## config.mk

```make
export PLATFORM = sky130hd
export DESIGN_NAME = eth_stream_rr_arbiter
export DESIGN_NICKNAME = d
export VERILOG_FILES = /design/src/rtl/eth_stream_pkg.sv /design/src/rtl/eth_rr_pick.sv /design/src/rtl/eth_stream_rr_arbiter.sv
export SDC_FILE = /design/constraint.sdc
export NUM_CORES = 1
export LEC_CHECK = 0
export CAP_MARGIN = 40
export CORE_AREA = 2 2 172 174
export CTS_CLUSTER_DIAMETER = 30
export DETAILED_ROUTE_END_ITERATION = 8
export DIE_AREA = 0 0 174 176
export SLEW_MARGIN = 20
export SYNTH_ARGS = -nofsm -noshare
export SYNTH_HDL_FRONTEND = slang
export SYNTH_SLANG_ARGS = --single-unit
```

## constraint.sdc

```tcl
create_clock -name clk -period 4.85 [get_ports clk]
set_clock_uncertainty 0.05 [all_clocks]
set_input_delay 0.97 -clock clk [delete_from_list [all_inputs] [get_ports clk]]
set_output_delay 0.97 -clock clk [all_outputs]
set_load 0.03 [all_outputs]
```

## src/rtl/eth_stream_pkg.sv

```systemverilog
// Shared widths, FSM state encoding and the beat record used by the egress arbiter.
package eth_stream_pkg;

  localparam int DATA_W = 64;
  localparam int KEEP_W = 8;

  typedef enum logic {IDLE, LOCK} arb_state_t;

  typedef struct packed {
    logic [DATA_W-1:0] data;
    logic [KEEP_W-1:0] keep;
    logic              last;
  } beat_t;

endpackage

```

## src/rtl/eth_rr_pick.sv

```systemverilog
// Round-robin picker: first set request at or after ptr, wrapping modulo N_SRC.
// Latency: purely combinational.
// Backpressure: none; the caller decides when to register the pick.
module eth_rr_pick #(
  parameter int N_SRC = 4,
  parameter int PTR_W = (N_SRC > 1) ? $clog2(N_SRC) : 1
) (
  input  logic [N_SRC-1:0] req,
  input  logic [PTR_W-1:0] ptr,
  output logic [N_SRC-1:0] pick,
  output logic             any
);

  logic [2*N_SRC-1:0] req_dbl;
  logic [2*N_SRC-1:0] pick_dbl;
  logic [N_SRC-1:0]   rot;
  logic [N_SRC-1:0]   rot_pick;

  // Rotate so ptr lands on bit 0, isolate the lowest set bit, rotate back.
  always_comb begin
    req_dbl  = {req, req} >> ptr;
    rot      = req_dbl[N_SRC-1:0];
    rot_pick = rot & (-rot);
    pick_dbl = {rot_pick, rot_pick} << ptr;
    pick     = pick_dbl[2*N_SRC-1:N_SRC];
    any      = |req;
  end

endmodule

```

## src/rtl/eth_stream_rr_arbiter.sv

```systemverilog
// Packet-granular round-robin arbiter onto one 64-bit AXI-stream egress, with per-source frame counters.
// Latency: grant registered (one IDLE cycle between frames); data path is zero-cycle pass-through.
// Backpressure: stream_out_READY forwarded to the owner only; non-owners never see READY.
module eth_stream_rr_arbiter
  import eth_stream_pkg::*;
#(
  parameter int N_SRC = 4,
  parameter int CNT_W = 16
) (
  input  logic                     clk,
  input  logic                     reset,
  input  logic [N_SRC*DATA_W-1:0]  src_DATA,
  input  logic [N_SRC*KEEP_W-1:0]  src_KEEP,
  input  logic [N_SRC-1:0]         src_LAST,
  input  logic [N_SRC-1:0]         src_VALID,
  output logic [N_SRC-1:0]         src_READY,
  output logic [DATA_W-1:0]        stream_out_DATA,
  output logic [KEEP_W-1:0]        stream_out_KEEP,
  output logic                     stream_out_LAST,
  output logic                     stream_out_VALID,
  input  logic                     stream_out_READY,
  output logic [N_SRC-1:0]         grant,
  output logic                     busy,
  output logic [N_SRC*CNT_W-1:0]   frame_cnt
);

  localparam int PTR_W = (N_SRC > 1) ? $clog2(N_SRC) : 1;

  arb_state_t       state_q, state_d;
  logic [N_SRC-1:0] grant_q, grant_d;
  logic [PTR_W-1:0] ptr_q, ptr_d;
  logic [PTR_W-1:0] owner;
  logic [N_SRC-1:0] pick;
  logic             pick_any;
  logic [CNT_W-1:0] cnt_q [N_SRC];
  beat_t            owner_beat;
  logic             owner_vld;
  logic             fire_last;

  eth_rr_pick #(.N_SRC(N_SRC), .PTR_W(PTR_W)) u_pick (
    .req  (src_VALID),
    .ptr  (ptr_q),
    .pick (pick),
    .any  (pick_any)
  );

  always_comb begin
    owner = '0;
    for (int i = 0; i < N_SRC; i++) begin
      if (grant_q[i]) owner = PTR_W'(i);
    end
  end

  always_comb begin
    owner_beat.data = src_DATA[owner*DATA_W +: DATA_W];
    owner_beat.keep = src_KEEP[owner*KEEP_W +: KEEP_W];
    owner_beat.last = src_LAST[owner];
    owner_vld       = src_VALID[owner];
  end

  assign fire_last = (state_q == LOCK) && owner_vld && stream_out_READY && owner_beat.last;

  // Egress is forced to zero whenever no owner beat is being offered.
  always_comb begin
    stream_out_DATA  = '0;
    stream_out_KEEP  = '0;
    stream_out_LAST  = 1'b0;
    stream_out_VALID = 1'b0;
    src_READY        = '0;
    if (state_q == LOCK) begin
      src_READY = grant_q & {N_SRC{stream_out_READY}};
      if (owner_vld) begin
        stream_out_DATA  = owner_beat.data;
        stream_out_KEEP  = owner_beat.keep;
        stream_out_LAST  = owner_beat.last;
        stream_out_VALID = 1'b1;
      end
    end
  end

  always_comb begin
    state_d = state_q;
    grant_d = grant_q;
    ptr_d   = ptr_q;
    case (state_q)
      IDLE: begin
        if (pick_any) begin
          grant_d = pick;
          state_d = LOCK;
        end
      end
      LOCK: begin
        if (fire_last) begin
          grant_d = '0;
          ptr_d   = (owner == PTR_W'(N_SRC-1)) ? '0 : owner + 1'b1;
          state_d = IDLE;
        end
      end
      default: state_d = IDLE;
    endcase
  end

  always_ff @(posedge clk) begin
    if (reset) begin
      state_q <= IDLE;
      grant_q <= '0;
      ptr_q   <= '0;
      for (int i = 0; i < N_SRC; i++) cnt_q[i] <= '0;
    end else begin
      state_q <= state_d;
      grant_q <= grant_d;
      ptr_q   <= ptr_d;
      if (fire_last) cnt_q[owner] <= cnt_q[owner] + 1'b1;
    end
  end

  always_comb begin
    frame_cnt = '0;
    for (int i = 0; i < N_SRC; i++) frame_cnt[i*CNT_W +: CNT_W] = cnt_q[i];
  end

  assign grant = grant_q;
  assign busy  = (state_q == LOCK);

endmodule

```

==> results.json <==
{
  "yosysWarningCount": 0,
  "place.detailed.hpwl_um": 24730,
  "floorplan.rows": 62,
  "global_route.overflow_total": 0,
  "route.detailed.drc": 0,
  "cp_slowest_cell": "clkdlybuf4s50_1",
  "grt_setup_unrepaired": "no",
  "grt_max_degree": 124,
  "crit_path_max_fanout": 33,
  "nets": 1523,
  "outcome": "finished, final reports clean",
  "finalNonFillerCells": 1612,
  "post_layout_power_w": 0.002281,
  "synth.top_cells.by_area": "edfxtp_1, nor2_1, mux2i_1",
  "post_cts_setup_buffers": 0,
  "detailroute.via_count": 7383,
  "global_route.usage.met1_pct": 23.61,
  "met3_usage_grt_pct": 5.060,
  "number_of_buffer_and_inverter_instances_along_the_worst_setup_path": 3,
  "post_cts_resized": 0,
  "die_w_um": 174,
  "grt_antenna_before_repair": 2,
  "clock_buffers_created_by_tritoncts": 9,
  "yosys_register_bits": 71,
  "core_area_um2": 28550,
  "timing.max_slew.rel_slack_pct": 52.13,
  "critPathCaptureType": "output port",
  "core_util_final_pct": 39.17,
  "critical_path.top_delay_family": "buffers and inverters",
  "synth_top_area_share_pct": 32.16,
  "wl_per_cell_um": 19.21,
  "cts-root-buf": "clkbuf_16",
  "groute.usage.overall_pct": 19.00,
  "cts_max_path_buffers": 2,
  "chipHeight_um": 176,
  "worstMarginPinSlew_ns": 0.7180,
  "synth-edff-count": 64,
  "synthesis.area_per_instance_um2": 7.368,
  "portBuffers": 445,
  "drt.antenna.violating_nets": 0,
  "clk-insertion-delay-late_ns": 0.34,
  "power_per_standard_cell_area_nw_per_um2": 204.0,
  "hold_violation_total_from_the_final_report": 0,
  "ys_seq_area_share_pct": 34.51,
  "ioPinCount": 446,
  "p_leak_nw": 4.050,
  "clock_sinks": 71,
  "design.die.area_um2": 30620,
  "yosysTopAreaCell": "edfxtp_1",
  "cp.arrival_ns": 3.24,
  "avgViaCountPerCell": 4.580,
  "timing.final.crit_share_pct": 87.81,
  "first_global_vias": 7214,
  "wirelength_um": 30970,
  "routabilityCongestion": 0.9435,
  "post-route-cell-area_um2": 11180,
  "num_antenna_cells": 0,
  "tritoncts_clock_tree": "yes",
  "required_ns": 3.83,
  "clock_tree.htree_level_count": 3,
  "post-place-cells": 1596,
  "postPlaceCellArea_um2": 10890,
  "timing.fmax_mhz": 234.8,
  "number_of_buffers_added_to_fix_hold_violations_after_cts": 0,
  "cap_violations": 0,
  "initial_core_util_pct": 20.93,
  "worstPathCellList": "clkdlybuf4s50_1 > mux2_2 > o211ai_1 > nand2_1 > nand2_2 > buf_12 > nor2_1 > clkdlybuf4s50_1",
  "syn_nets": 1111,
  "critPathLaunchType": "input port",
  "holdCritPathClass": "reg2reg",
  "postSynthCellCount": 811,
  "area_growth_pct": 87.14,
  "crit_path_max_incr_delay_ns": 0.61,
  "netlist_area_um2": 5976,
  "grtUsageMet2_pct": 33.08,
  "synth_cell_types": 46,
  "cts.clk_slew.worst_paths_ns": 0.06,
  "first_iter_violations": 555,
  "final-setup-viol-count": 0,
  "grt-busiest-layer": "met2",
  "synth-async-reset-ratio_pct": 0,
  "synth.most_common_cell": "nor2_1",
  "slew_violations": 0,
  "critPathKind": "in2out",
  "timing.critical_path.mode_cell": "clkdlybuf4s50_1",
  "vdd_ir_drop_max_mv": 0.1840,
  "drive_above_1_share_pct": 3.746,
  "wire_length_of_the_first_global_routing_pass_um": 44830,
  "final.setup.tns_ns": 0,
  "drt-pass1-iter-count": 5,
  "synth_top_flop_cell": "edfxtp_1",
  "period_minus_slack_ns": 4.259,
  "synth_top_cells_by_count": "nor2_1, a21oi_1, mux2i_1"
}
-- cell families after synthesis --
group                    Yosys count  share of synthesized area, %
AO/OA/AOI/OAI                    186                         17.46
AND/OR/NAND/NOR                  355                         24.12
multiplexers                      94                         15.77
flip-flops                        71                         34.51
buffers and inverters             91                         6.030
adder cells (fa/ha/maj)            1                        0.2093
XOR/XNOR                          13                         1.905
-- flip-flops by register name, indices dropped and copies added, names as in the netlist --
signal / cells
cnt_q: 64
grant: 4
ptr_q: 2
busy: 1
-- path summary, 6_finish.rpt --
check	startpoint	to	slack, ns	cells past startpoint
max reg2reg	grant[1]	cnt_q[1][14]	1.11	9
max	src_VALID[0]	stream_out_DATA[19]	0.59	8
min reg2reg	grant[0]	grant[0]	0.53	1
min	grant[0]	grant[0]	0.53	1
-- where the power goes --
group          total (W)  switching [W]  internal, W  leakage, nW
clock           0.000660       0.000259     0.000402        0.145
sequential      0.000717      0.0000264     0.000690        0.721
combinational   0.000904       0.000450     0.000454         3.18
-- cell type report --
cell class	count	area, um2
Fill cell	2993	17360
Timing Repair Buffer	467	4682
Multi-Input combinational cell	649	3556
Sequential cell	71	2073
Tap cell	384	480.5
Clock buffer	10	229.0
Inverter	25	93.84
Clock inverter	6	68.82
-- layer usage --
| layer | wire (um) | part of all wire [%] |
|---|---|---|
| met1 | 12720 | 41 |
| met2 | 15240 | 49 |
| met3 | 2472 | 8.0 |
| met4 | 522 | 1.7 |
| met5 | 24 | 0.077 |
-- stage by stage --
stage	worst slack (ns)	hold WS [ns]
final	0.5914	0.5287
after global routing	0.3359	0.5636
after CTS	0.5252	0.5332
after detailed placement	0.5953	0.5114
after global placement	0.6127	0.5153
after floorplan	1.360	0.4808
-- cell usage in the layout (no fill, tap or decap), types with 2 or more instances in the layout --
cell	instances
clkdlybuf4s50_1	445
nor2_1	292
a21oi_1	152
mux2i_1	93
edfxtp_1	64
inv_1	24
nand2_1	17
buf_4	17
nor3_1	11
a222oi_1	9
clkbuf_16	9
nand2b_1	7
xor2_1	7
xnor2_1	6
nand3_1	5
buf_12	5
o211ai_1	4
nand4_1	4
dfxtp_1	4
nor2b_1	3
or3_1	3
nor4_1	3
o21ai_0	3
dfxtp_4	3
and3_1	2
a211oi_1	2
o221ai_1	2
nor3_2	2
o2bb2ai_1	2
o22ai_1	2
a32o_1	2
clkinv_4	2
inv_6	2
Power figures use the tool's default switching activity.
